## config.mk

```make
export PLATFORM = sky130hd
export DESIGN_NAME = mc_main_fsm
export DESIGN_NICKNAME = d
export VERILOG_FILES = /design/src/rtl/mc_main_fsm_pkg.sv /design/src/rtl/mc_mem_watchdog.sv /design/src/rtl/mc_main_fsm.sv
export SDC_FILE = /design/constraint.sdc
export NUM_CORES = 1
export LEC_CHECK = 0
export BUFFER_PORTS_ARGS = -buffer_cell sky130_fd_sc_hd__buf_2
export CORE_ASPECT_RATIO = 0.8
export CORE_MARGIN = 2
export CORE_UTILIZATION = 51
export CTS_CLUSTER_SIZE = 40
export DETAILED_ROUTE_END_ITERATION = 7
export HOLD_SLACK_MARGIN = 0.02
export PLACE_DENSITY = 0.9
export SYNTH_ARGS = -nofsm -noshare
export SYNTH_HDL_FRONTEND = slang
export SYNTH_SLANG_ARGS = --single-unit
```

## constraint.sdc

```tcl
create_clock -name clk -period 2.1 [get_ports clk]
set_input_delay 0.105 -clock clk [delete_from_list [all_inputs] [get_ports clk]]
set_output_delay 0.105 -clock clk [all_outputs]
set_load 0.01 [all_outputs]
```

## src/rtl/mc_main_fsm_pkg.sv

```systemverilog
// Shared encodings for the multi-cycle RV32 main controller: opcodes, states,
// datapath select codes and the control bundle driven by the FSM.
package mc_main_fsm_pkg;

  localparam int unsigned OP_W = 7;

  localparam logic [OP_W-1:0] OP_LOAD   = 7'b0000011;
  localparam logic [OP_W-1:0] OP_STORE  = 7'b0100011;
  localparam logic [OP_W-1:0] OP_R_TYPE = 7'b0110011;
  localparam logic [OP_W-1:0] OP_I_TYPE = 7'b0010011;
  localparam logic [OP_W-1:0] OP_BRANCH = 7'b1100011;
  localparam logic [OP_W-1:0] OP_JAL    = 7'b1101111;

  typedef enum logic [3:0] {
    S_FETCH    = 4'd0,
    S_DECODE   = 4'd1,
    S_MEMADR   = 4'd2,
    S_MEMREAD  = 4'd3,
    S_MEMWB    = 4'd4,
    S_MEMWRITE = 4'd5,
    S_EXECR    = 4'd6,
    S_EXECI    = 4'd7,
    S_ALUWB    = 4'd8,
    S_BEQ      = 4'd9,
    S_JAL      = 4'd10,
    S_TRAP     = 4'd15
  } state_e;

  localparam logic [1:0] SRCA_PC    = 2'b00;
  localparam logic [1:0] SRCA_OLDPC = 2'b01;
  localparam logic [1:0] SRCA_RS1   = 2'b10;

  localparam logic [1:0] SRCB_RS2   = 2'b00;
  localparam logic [1:0] SRCB_IMM   = 2'b01;
  localparam logic [1:0] SRCB_FOUR  = 2'b10;

  // Shared with the ALU-control decoder.
  localparam logic [1:0] ALUOP_ADD   = 2'b00;
  localparam logic [1:0] ALUOP_SUB   = 2'b01;
  localparam logic [1:0] ALUOP_FUNCT = 2'b10;

  localparam logic [1:0] RES_ALUOUT    = 2'b00;
  localparam logic [1:0] RES_MEMDATA   = 2'b01;
  localparam logic [1:0] RES_ALURESULT = 2'b10;

  typedef struct packed {
    logic       mem_req;
    logic       mem_we;
    logic       adr_src;
    logic       ir_write;
    logic       pc_write;
    logic       reg_write;
    logic [1:0] alu_src_a;
    logic [1:0] alu_src_b;
    logic [1:0] alu_op;
    logic [1:0] result_src;
  } ctrl_t;

endpackage

```

## src/rtl/mc_mem_watchdog.sv

```systemverilog
// Counts stalled memory-request cycles; flags when the next stall must trap.
module mc_mem_watchdog #(
  parameter int unsigned MEM_WAIT_MAX = 16
) (
  input  logic clk_i,
  input  logic rst_i,
  input  logic mem_req_i,
  input  logic mem_ready_i,
  input  logic clr_i,
  output logic at_limit_c
);

  localparam int unsigned CNT_W = (MEM_WAIT_MAX > 1) ? $clog2(MEM_WAIT_MAX) : 1;

  logic [CNT_W-1:0] cnt_q, cnt_d;

  // A state change always restarts the count, even on the cycle that stalled.
  always_comb begin
    cnt_d = cnt_q;
    if (clr_i) begin
      cnt_d = '0;
    end else if (mem_req_i && !mem_ready_i) begin
      cnt_d = cnt_q + CNT_W'(1);
    end
  end

  always_ff @(posedge clk_i or posedge rst_i) begin
    if (rst_i) begin
      cnt_q <= '0;
    end else begin
      cnt_q <= cnt_d;
    end
  end

  assign at_limit_c = (cnt_q == CNT_W'(MEM_WAIT_MAX - 1));

endmodule

```

## src/rtl/mc_main_fsm.sv

```systemverilog
// Multi-cycle main controller: sequences fetch/decode/execute/memory/writeback
// and drives the datapath selects from the current state.
module mc_main_fsm
  import mc_main_fsm_pkg::*;
#(
  parameter int unsigned MEM_WAIT_MAX = 16,
  parameter int unsigned STATE_W      = 4
) (
  input  logic               clk,
  input  logic               reset,
  input  logic [OP_W-1:0]    op,
  input  logic               zero,
  input  logic               mem_ready,
  output logic               mem_req,
  output logic               mem_we,
  output logic               adr_src,
  output logic               ir_write,
  output logic               pc_write,
  output logic               reg_write,
  output logic [1:0]         alu_src_a,
  output logic [1:0]         alu_src_b,
  output logic [1:0]         alu_op,
  output logic [1:0]         result_src,
  output logic               fault,
  output logic [STATE_W-1:0] state_dbg
);

  state_e state_q, state_d;
  ctrl_t  ctrl;
  logic   fault_q, fault_d;
  logic   wait_at_limit;

  mc_mem_watchdog #(
    .MEM_WAIT_MAX(MEM_WAIT_MAX)
  ) u_watchdog (
    .clk_i      (clk),
    .rst_i      (reset),
    .mem_req_i  (ctrl.mem_req),
    .mem_ready_i(mem_ready),
    .clr_i      (state_d != state_q),
    .at_limit_c (wait_at_limit)
  );

  always_comb begin
    state_d = state_q;
    ctrl    = '0;
    case (state_q)
      S_FETCH: begin
        ctrl.mem_req    = 1'b1;
        ctrl.alu_src_a  = SRCA_PC;
        ctrl.alu_src_b  = SRCB_FOUR;
        ctrl.alu_op     = ALUOP_ADD;
        ctrl.result_src = RES_ALURESULT;
        if (mem_ready) begin
          ctrl.ir_write = 1'b1;
          ctrl.pc_write = 1'b1;
          state_d       = S_DECODE;
        end else if (wait_at_limit) begin
          state_d = S_TRAP;
        end
      end
      S_DECODE: begin
        ctrl.alu_src_a = SRCA_OLDPC;
        ctrl.alu_src_b = SRCB_IMM;
        ctrl.alu_op    = ALUOP_ADD;
        // Unknown or X opcodes land in the default arm and trap.
        case (op)
          OP_LOAD, OP_STORE: state_d = S_MEMADR;
          OP_R_TYPE:         state_d = S_EXECR;
          OP_I_TYPE:         state_d = S_EXECI;
          OP_BRANCH:         state_d = S_BEQ;
          OP_JAL:            state_d = S_JAL;
          default:           state_d = S_TRAP;
        endcase
      end
      S_MEMADR: begin
        ctrl.alu_src_a = SRCA_RS1;
        ctrl.alu_src_b = SRCB_IMM;
        ctrl.alu_op    = ALUOP_ADD;
        if (op == OP_LOAD) begin
          state_d = S_MEMREAD;
        end else if (op == OP_STORE) begin
          state_d = S_MEMWRITE;
        end else begin
          state_d = S_TRAP;
        end
      end
      S_MEMREAD: begin
        ctrl.mem_req = 1'b1;
        ctrl.adr_src = 1'b1;
        if (mem_ready) begin
          state_d = S_MEMWB;
        end else if (wait_at_limit) begin
          state_d = S_TRAP;
        end
      end
      S_MEMWB: begin
        ctrl.result_src = RES_MEMDATA;
        ctrl.reg_write  = 1'b1;
        state_d         = S_FETCH;
      end
      S_MEMWRITE: begin
        ctrl.mem_req = 1'b1;
        ctrl.mem_we  = 1'b1;
        ctrl.adr_src = 1'b1;
        if (mem_ready) begin
          state_d = S_FETCH;
        end else if (wait_at_limit) begin
          state_d = S_TRAP;
        end
      end
      S_EXECR: begin
        ctrl.alu_src_a = SRCA_RS1;
        ctrl.alu_src_b = SRCB_RS2;
        ctrl.alu_op    = ALUOP_FUNCT;
        state_d        = S_ALUWB;
      end
      S_EXECI: begin
        ctrl.alu_src_a = SRCA_RS1;
        ctrl.alu_src_b = SRCB_IMM;
        ctrl.alu_op    = ALUOP_FUNCT;
        state_d        = S_ALUWB;
      end
      S_ALUWB: begin
        ctrl.result_src = RES_ALUOUT;
        ctrl.reg_write  = 1'b1;
        state_d         = S_FETCH;
      end
      S_BEQ: begin
        ctrl.alu_src_a  = SRCA_RS1;
        ctrl.alu_src_b  = SRCB_RS2;
        ctrl.alu_op     = ALUOP_SUB;
        ctrl.result_src = RES_ALUOUT;
        ctrl.pc_write   = zero;
        state_d         = S_FETCH;
      end
      S_JAL: begin
        ctrl.alu_src_a  = SRCA_OLDPC;
        ctrl.alu_src_b  = SRCB_FOUR;
        ctrl.alu_op     = ALUOP_ADD;
        ctrl.result_src = RES_ALUOUT;
        ctrl.pc_write   = 1'b1;
        state_d         = S_ALUWB;
      end
      S_TRAP:  state_d = S_TRAP;
      default: state_d = S_TRAP;
    endcase
  end

  assign fault_d = fault_q | (state_d == S_TRAP);

  always_ff @(posedge clk or posedge reset) begin
    if (reset) begin
      state_q <= S_FETCH;
      fault_q <= 1'b0;
    end else begin
      state_q <= state_d;
      fault_q <= fault_d;
    end
  end

  // Write strobes are masked by reset so FETCH's mem_ready path cannot fire under reset.
  assign mem_req    = ctrl.mem_req;
  assign mem_we     = ctrl.mem_we    & ~reset;
  assign adr_src    = ctrl.adr_src;
  assign ir_write   = ctrl.ir_write  & ~reset;
  assign pc_write   = ctrl.pc_write  & ~reset;
  assign reg_write  = ctrl.reg_write & ~reset;
  assign alu_src_a  = ctrl.alu_src_a;
  assign alu_src_b  = ctrl.alu_src_b;
  assign alu_op     = ctrl.alu_op;
  assign result_src = ctrl.result_src;
  assign fault      = fault_q;
  assign state_dbg  = STATE_W'(state_q);

endmodule

```

==> flow_summary.json, run 1 <==
{
  "synth.net_count": 144,
  "synth_edf_count": 0,
  "htree_levels": 1,
  "crit_type": "reg2reg",
  "rsz0062_at_grt": "yes",
  "hold_viol_final": 0,
  "setup_tns_ps": 0,
  "path_clk_slew_ps": 60,
  "routed_via_density": 6.49,
  "num_vias": 1266,
  "die_h_um": 44.5,
  "reg2reg_from": "state_dbg[3]",
  "grt_use_total_pct": 26.5,
  "stdcell_count": 195,
  "num_antenna_cells": 0,
  "path_cells": "or4b_1 -> a22oi_1 -> a21oi_1 -> o2111ai_2 -> buf_4 -> nor4b_2",
  "timing.fmax_ghz": 0.494,
  "ys_top_cells_by_count": "nor2_1, a21oi_1, dfrtp_1, nand2_1",
  "grt_pass1_wl_mm": 4.66,
  "grt_pass1_vias": 1072,
  "yosysTopAreaCell": "dfrtp_1",
  "cp-startpoint": "state_dbg[3]",
  "internal_power_uw": 262,
  "whs_ps": 245,
  "grt_max_degree": 17,
  "status": "complete, no violations",
  "p_comb_share_pct": 11.2,
  "rows": 14,
  "dpl_worst_slack_ps": 34.3,
  "p_leak_nw": 0.597,
  "worst_pin_slew_ps": 370,
  "dieArea_mm2": 0.00243,
  "synth_top_area_share_pct": 21.6,
  "grt_antenna_before_repair": 0,
  "yosys_warnings": 0,
  "place_inst": 188,
  "p_clk_share_pct": 38.2,
  "syn_avg_cell_area_um2": 7.91,
  "holdPathStages": 3,
  "power_uw": 343,
  "hp-start": "op[0]",
  "clkLatencyLatePin_ps": 260,
  "gr-total-overflow": 0,
  "swShare_pct": 23.7,
  "post-route-drc-count": 0,
  "gp_congestion": 1.02,
  "fp.coreArea_mm2": 0.00191,
  "postSynthCellCount": 132,
  "r2r_cells": 6,
  "n_fill_cell": 169,
  "post-synth-top-count-cell": "nor2_1",
  "crit_path_max_fanout": 13,
  "io_pins": 30,
  "die_x_um": 54.6,
  "yosys.cell_types.count": 51,
  "p_per_area_mw_per_mm2": 257,
  "ys_seq_area_share_pct": 21.6,
  "min_to": "state_dbg[0]",
  "start_kind": "flop",
  "r2r_slack_ps": 80,
  "relSlewSlack_pct": 75.3,
  "cts.sinks": 9,
  "dp_hpwl_mm": 2.27,
  "timing.rr.end": "u_watchdog.cnt_q[3]",
  "finalWirelength_mm": 3.05,
  "cap_violations": 0,
  "ctsRootBufferMaster": "clkbuf_4",
  "crit_arrival_ps": 2170,
  "hp-class": "in2reg",
  "cp-end-kind": "flop",
  "synthTopCellsByArea": "dfrtp_1, nor4b_2, a21oi_1",
  "cts_buffer_depth": 2,
  "seq_power_share_pct": 50.6,
  "fin_ws_ps": 75.7,
  "start_util_pct": 54.7,
  "drt_iter0_drc": 52,
  "dr.pass1.iters": 4,
  "required_ps": 2240,
  "antenna_left": 0,
  "wl_per_cell_um": 15.6,
  "cpMaxStageDelayCell": "or4b_1",
  "cts_tree": "done",
  "numCtsBuffers": 3,
  "setup_viol": 0,
  "drive_above_1_share_pct": 35.7,
  "synth_area_mm2": 0.00104,
  "area_delta_synth_final_pct": 27.9,
  "ir_drop_mv": 0.280,
  "period_share_pct": 96.4,
  "fin_nets": 184,
  "skew_ps": 4.07,
  "ys_ff_latch": 9,
  "synth_ff_type": "dfrtp_1",
  "slew_viol_final": 0,
  "async_flop_share_pct": 100,
  "power_switching_uw": 81.1,
  "portBuffers": 29,
  "min_period_ps": 2020,
  "max_stage_delay_ps": 650
}
==> through the flow <==
stage / utilization (%) / cell area [um^2]
after floorplan: - / 1040
final: 69.9 / 1340
after CTS: 68.5 / 1310
after detailed placement: 66.6 / 1270
after global placement: 66.6 / 1270
after global routing: 69.9 / 1340
==> registers in the layout, indices dropped and copies added, names as in the netlist <==
register / count
fault: 1
state_dbg: 4
u_watchdog.cnt_q: 4
==> power groups by stage <==
stage	Clock (mW)	Combinational [mW]	Sequential (mW)
CTS	0.137	0.0375	0.173
global placement	0	0.0345	0.177
global route	0.149	0.0425	0.173
floorplan	0	0.0144	0.177
detailed placement	0	0.0359	0.177
finish	0.131	0.0384	0.174
==> critical path: cells and delay by family, from the launching register on <==
| kind | cells | cell delay (ps) |
|---|---|---|
| AND/OR/NAND/NOR | 2 | 700 |
| buffers and inverters | 1 | 170 |
| flip-flops | 1 | 500 |
| AO/OA/AOI/OAI | 3 | 510 |
==> area by class of cell <==
class / count / area [um^2] / area share, %
repair buffers: 44 / 264 / 19.8
well taps: 24 / 30.0 / 2.25
flip-flops and latches: 9 / 228 / 17.1
clock buffers: 4 / 26.3 / 1.97
inverters: 5 / 18.8 / 1.41
multi-input cells: 109 / 768 / 57.5
==> layout by cell type (no fill, tap or decap), types with 4 or more instances in the layout <==
cell type	count
nand2b_1	5
buf_2	29
nor2_1	11
nand2_1	9
nor4b_2	5
xnor2_1	4
nor3_1	4
buf_4	13
nor2b_1	4
a31oi_1	4
o21ai_0	5
dfrtp_1	7
a21oi_1	9
==> worst max-delay path by stage <==
stage / endpoint / slack [ps]
floorplan: pc_write / 230
global placement: u_watchdog.cnt_q[3] / 120
detailed placement: u_watchdog.cnt_q[3] / 30
CTS: pc_write / 30
global route: pc_write / -20
finish: u_watchdog.cnt_q[3] / 80
==> repair_timing <==
action	in CTS	in global routing
hold endpoints to repair	9	0
gates cloned	0	0
endpoints found under the setup margin	1	5
hold buffers	1	0
gates resized for setup	1	3
setup buffers	0	2
pin swaps	0	1
==> per-layer routing <==
layer / up-vias / track usage (%) / wire length, um
met5: - / 0 / 0
met4: 0 / 13.5 / 110
met3: 16 / 3.38 / 247
met2: 75 / 41.9 / 1420
met1: 592 / 35.2 / 1260
li1: 583 / - / -
==> cell families after synthesis <==
logic type	Yosys count	synth area share (%)
DFF	9	21.6
AOI/OAI and AO/OA	38	25.9
and+or+nand+nor	62	39.1
xor gates and xnor gates	7	5.88
muxes	1	0.959
adders and majority gates	1	1.20
buffers and inverters	14	5.40
Power figures use the tool's default switching activity.
==> run 2, diff against run 1 <==
--- a/config.mk
+++ b/config.mk
@@ -13,6 +13,7 @@
 export DETAILED_ROUTE_END_ITERATION = 7
 export HOLD_SLACK_MARGIN = 0.02
 export PLACE_DENSITY = 0.9
+export SETUP_SLACK_MARGIN = 0.1
 export SYNTH_ARGS = -nofsm -noshare
 export SYNTH_HDL_FRONTEND = slang
 export SYNTH_SLANG_ARGS = --single-unit
==> run 2 against run 1 <==
Net effect: non-clock buffer count increased by 10; hold slack improved by 64 ps; clock skew decreased by 1.0 ps; sequential cell count unchanged; first-iteration DRC count increased by 1.9%; sequential power about the same; core utilization increased by 7.1 points; highest routed layer unchanged.
==> flow_summary.json, run 2 (same netlist as run 1, synthesis figures left out) <==
{
  "status": "complete, no violations",
  "skew_ps": 3.07,
  "worst_pin_slew_ps": 374,
  "power_uw": 341,
  "grt_pass1_wl_mm": 4.86,
  "dr.pass1.iters": 4,
  "stdcell_count": 205,
  "layout_common_cells": "buf_2, buf_4, nor2_1, nand2_1, a21oi_1",
  "gp_congestion": 1.02,
  "antenna_left": 0,
  "numCtsBuffers": 3,
  "min_period_ps": 1990,
  "finalWirelength_mm": 3.28,
  "dp_hpwl_mm": 2.27,
  "timing.fmax_ghz": 0.502,
  "grt_use_total_pct": 27.6,
  "cts_buffer_depth": 2,
  "p_per_area_mw_per_mm2": 232,
  "hold_viol_final": 0,
  "mostFrequentLayoutCell": "buf_2",
  "drt_iter0_drc": 53,
  "crit_arrival_ps": 2160,
  "crit_type": "reg2reg",
  "grt_max_degree": 17,
  "hp-class": "in2reg",
  "setup_viol": 0,
  "min_to": "state_dbg[3]",
  "final_core_util_pct": 77.0,
  "routed_via_density": 6.32,
  "wl_per_cell_um": 16.0,
  "setup_tns_ps": 0,
  "slew_viol_final": 0,
  "timing.rr.end": "u_watchdog.cnt_q[3]",
  "gr-total-overflow": 0,
  "fp.coreArea_mm2": 0.00191,
  "required_ps": 2270,
  "period_share_pct": 94.9,
  "cap_violations": 0,
  "ctsRootBufferMaster": "clkbuf_4",
  "rows": 14,
  "reg2reg_from": "state_dbg[2]",
  "post-route-drc-count": 0,
  "hp-start": "op[0]",
  "die_x_um": 54.6,
  "fin_ws_ps": 106,
  "r2r_cells": 7,
  "p_leak_nw": 0.676,
  "clkLatencyLatePin_ps": 260,
  "dieArea_mm2": 0.00243,
  "grt_pass1_vias": 1124,
  "path_clk_slew_ps": 60,
  "cts_tree": "done",
  "r2r_slack_ps": 110,
  "num_vias": 1295,
  "place_inst": 188,
  "holdPathStages": 3,
  "dpl_worst_slack_ps": 34.3,
  "cts.sinks": 9,
  "drive_above_1_share_pct": 43.1,
  "relSlewSlack_pct": 75.0,
  "crit_path_max_fanout": 7,
  "fin_nets": 194,
  "portBuffers": 29,
  "fin_area_mm2": 0.00147,
  "io_pins": 30,
  "grt_antenna_before_repair": 0,
  "start_kind": "flop",
  "htree_levels": 1,
  "area_delta_synth_final_pct": 40.9,
  "num_antenna_cells": 0,
  "rsz0062_at_grt": "yes",
  "die_h_um": 44.5,
  "n_fill_cell": 132,
  "start_util_pct": 54.7,
  "dpl_cell_area_mm2": 0.00127,
  "cp-end-kind": "flop",
  "whs_ps": 310,
  "ir_drop_mv": 0.293
}
-- run 2: where the power goes --
group          internal [mW]  switching [mW]
Combinational         0.0153          0.0240
Clock                 0.0729          0.0555
Sequential             0.174               0
-- run 2: per-layer routing --
layer  share of wire, %  global-route usage [%]
met3                8.1                    2.03
met5                  0                       0
met2                 46                    45.1
met4                4.9                    13.0
met1                 41                    36.9
-- run 2: repair_timing --
item / CTS / global route
hold buffers: 1 / 0
gates resized for setup: 2 / 15
endpoints found under the hold margin: 9 / 0
setup endpoints to repair: 5 / 6
pin swaps: 1 / 2
buffers inserted: 7 / 5
-- run 2: critical path, cell delays in order, from the launching register on --
cell and delay, ps:
dfrtp_2 460, buf_4 170, or3_1 390, o32ai_2 180
buf_4 190, nand4_1 110, xor2_1 190, nor4b_4 210
-- run 2: worst max-delay path by stage --
stage,from,to,cells after the start
floorplan,state_dbg[2],pc_write,5
global placement,state_dbg[0],u_watchdog.cnt_q[3],7
detailed placement,state_dbg[0],u_watchdog.cnt_q[3],7
CTS,state_dbg[3],u_watchdog.cnt_q[3],5
global route,state_dbg[0],pc_write,8
finish,state_dbg[2],u_watchdog.cnt_q[3],7
-- run 2: area by class of cell --
type,count,area [um^2],area share [%]
Multi-Input combinational cell,109,815,55.4
Inverter,5,18.8,1.28
Sequential cell,9,230,15.7
Clock buffer,4,26.3,1.79
Timing Repair Buffer,54,350,23.8
Tap cell,24,30.0,2.04
==> run 3, diff against run 2 <==
--- a/config.mk
+++ b/config.mk
@@ -16,4 +16,5 @@
 export SETUP_SLACK_MARGIN = 0.1
 export SYNTH_ARGS = -nofsm -noshare
 export SYNTH_HDL_FRONTEND = slang
+export SYNTH_HIERARCHICAL = 1
 export SYNTH_SLANG_ARGS = --single-unit
==> run 3 against run 2 <==
Net effect: the run now ends with setup timing left; cell count increased by 8.8%; critical path type unchanged; critical endpoint is now u_watchdog/cnt_q[3]; largest power group unchanged; fmax fell by 11%; total power is 1.2% lower; clock skew decreased by 1.5 ps; count of clock-buffer cells in the layout unchanged; clock power hardly changed; combinational power down 9.7%.
==> flow_summary.json, run 3 <==
{
  "grt_use_total_pct": 32.1,
  "start_kind": "flop",
  "synth_edf_count": 0,
  "ctsRootBufferMaster": "clkbuf_4",
  "fp.coreArea_mm2": 0.00187,
  "ys_ff_latch": 9,
  "finalWirelength_mm": 3.56,
  "relSlewSlack_pct": 71.0,
  "post-route-drc-count": 0,
  "cts_buffer_depth": 2,
  "htree_levels": 1,
  "dr.pass1.iters": 4,
  "dp_hpwl_mm": 2.63,
  "crit_arrival_ps": 2450,
  "wl_per_cell_um": 16.0,
  "crit_type": "reg2reg",
  "dpl_worst_slack_ps": -198,
  "yosys.cell_types.count": 46,
  "layout_common_cells": "buf_4, buf_2, nor2_1, dfrtp_1",
  "dieArea_mm2": 0.00237,
  "die_h_um": 43.9,
  "cts.sinks": 9,
  "max_stage_delay_ps": 380,
  "mostFrequentLayoutCell": "buf_4",
  "synth.net_count": 147,
  "clkLatencyLatePin_ps": 250,
  "numCtsBuffers": 3,
  "cap_violations": 0,
  "ys_seq_area_share_pct": 22.2,
  "grt_max_degree": 14,
  "drt_iter0_drc": 66,
  "yosysTopAreaCell": "dfrtp_1",
  "postSynthCellCount": 135,
  "area_delta_synth_final_pct": 49.9,
  "slew_viol_final": 0,
  "num_antenna_cells": 0,
  "synth_top_area_share_pct": 22.2,
  "antenna_left": 0,
  "cts_tree": "done",
  "crit_path_max_fanout": 3,
  "ir_drop_mv": 0.323,
  "gr-total-overflow": 0,
  "period_share_pct": 107,
  "fin_ws_ps": -151,
  "grt_pass1_vias": 1283,
  "fin_nets": 212,
  "grt_antenna_before_repair": 0,
  "path_clk_slew_ps": 60,
  "synthTopCellsByArea": "dfrtp_1, nor2_1, o21ai_0",
  "rows": 14,
  "portBuffers": 29,
  "min_period_ps": 2250,
  "cp_common_cell": "mux2_4",
  "gp_congestion": 0.943,
  "hp-class": "in2reg",
  "die_x_um": 53.9,
  "skew_ps": 1.59,
  "status": "finished with violations",
  "final_core_util_pct": 81.2,
  "path_cells": "ha_2 -> and3_4 -> nor2b_4 -> a32oi_1 -> nand4_1 -> mux2_4 -> a2111o_1 -> and2b_1 -> mux2_4",
  "synth_area_mm2": 0.00102,
  "cpMaxStageDelayCell": "dfrtp_1",
  "required_ps": 2290,
  "routed_via_density": 6.01,
  "stdcell_count": 223,
  "yosys_warnings": 6,
  "num_vias": 1341,
  "use_met2_pct": 56.6,
  "busiest_layer": "met2",
  "rsz0062_at_grt": "yes",
  "setup_tns_ps": -336,
  "worst_pin_slew_ps": 429,
  "post-synth-top-count-cell": "nor2_1",
  "p_per_area_mw_per_mm2": 221,
  "ys_top_cells_by_count": "nor2_1, dfrtp_1, o21ai_0",
  "drive_above_1_share_pct": 43.7,
  "timing.fmax_ghz": 0.444,
  "synth_ff_type": "dfrtp_1",
  "p_leak_nw": 0.725,
  "violations": "setup timing",
  "async_flop_share_pct": 100,
  "io_pins": 30,
  "met1_usage_pct": 35.5,
  "cp-end-kind": "flop",
  "hold_viol_final": 0,
  "grt_pass1_wl_mm": 5.51,
  "setup_viol": 4,
  "place_inst": 212,
  "use_met3_pct": 6.90,
  "start_util_pct": 54.2,
  "syn_avg_cell_area_um2": 7.53
}
-- run 3: cell count changes in the layout (fill, tap and decap cells not counted), sizes merged, moves of 3 or more --
cell	delta
nor4	-3
o21ai	+5
o22a	+4
a31oi	-3
nor4b	-3
nor2	+10
buf	+15
or2	+3
nand2	-4
-- run 3: cell type report --
| class | count | area [um^2] |
|---|---|---|
| clock buffer | 4 | 26.3 |
| fill | 121 | 352 |
| inverter | 7 | 26.3 |
| multi-input combinational | 110 | 743 |
| sequential | 9 | 225 |
| tap | 24 | 30.0 |
| timing repair buffer | 69 | 472 |
-- run 3: worst max-delay path, delay by kind of cell (launching register included) --
family	cells	cell delay, ps
simple gates	4	690
mux	2	420
compound gates	2	520
fa+ha+maj	1	190
flops	1	380
-- run 3: timing repair --
item                                    in CTS  in global routing
pin swaps                                    2                  1
endpoints found under the setup margin       4                  5
hold buffers                                 1                  0
endpoints found under the hold margin        9                  0
resized for setup                            5                  3
buffers inserted                             3                  3
-- run 3: stage by stage --
stage	hold slack (ps)	instance area (um^2)	power, mW
2_1_floorplan	-129	1030	0.192
3_3_place_gp	46.2	1410	0.208
3_5_place_dp	56.9	1410	0.210
4_1_cts	307	1490	0.342
5_1_grt	340	1520	0.355
6_report	337	1520	0.337
-- run 3: where the power goes --
group          internal, mW  leakage, nW  switching, mW  total (mW)
logic                0.0141        0.610         0.0214      0.0355
registers             0.174       0.0996       0.000138       0.174
clock network        0.0729       0.0150         0.0548       0.128
total                 0.261        0.725         0.0763       0.337
-- run 3: path summary, 6_finish.rpt --
check,start,to,slack [ps],cells after the start
min reg2reg,fault,fault,580,2
min,op[5],state_dbg[0],340,4
max,u_watchdog/cnt_q[0],u_watchdog/cnt_q[3],-150,9
max in group asynchronous,reset,state_dbg[1],1560,3
max reg2reg,u_watchdog/cnt_q[0],u_watchdog/cnt_q[3],-150,9
min in group asynchronous,reset,u_watchdog/cnt_q[3],350,3
-- run 3: per-layer routing --
metal / wire length (um) / part of all wire (%)
met1: 1350 / 38
met2: 1700 / 48
met3: 315 / 8.8
met4: 202 / 5.7
met5: 0 / 0
-- run 3: kinds of logic (layout without fill, tap and decap cells) --
kind of cell / after synthesis / after routing / share of synthesized area (%)
buffers and inverters: 16 / 80 / 8.37
AOI/OAI and AO/OA: 38 / 38 / 25.5
muxes: 3 / 3 / 3.20
and+or+nand+nor: 62 / 62 / 34.4
xor gates and xnor gates: 6 / 6 / 5.17
DFF: 9 / 9 / 22.2
adders and majority gates: 1 / 1 / 1.23
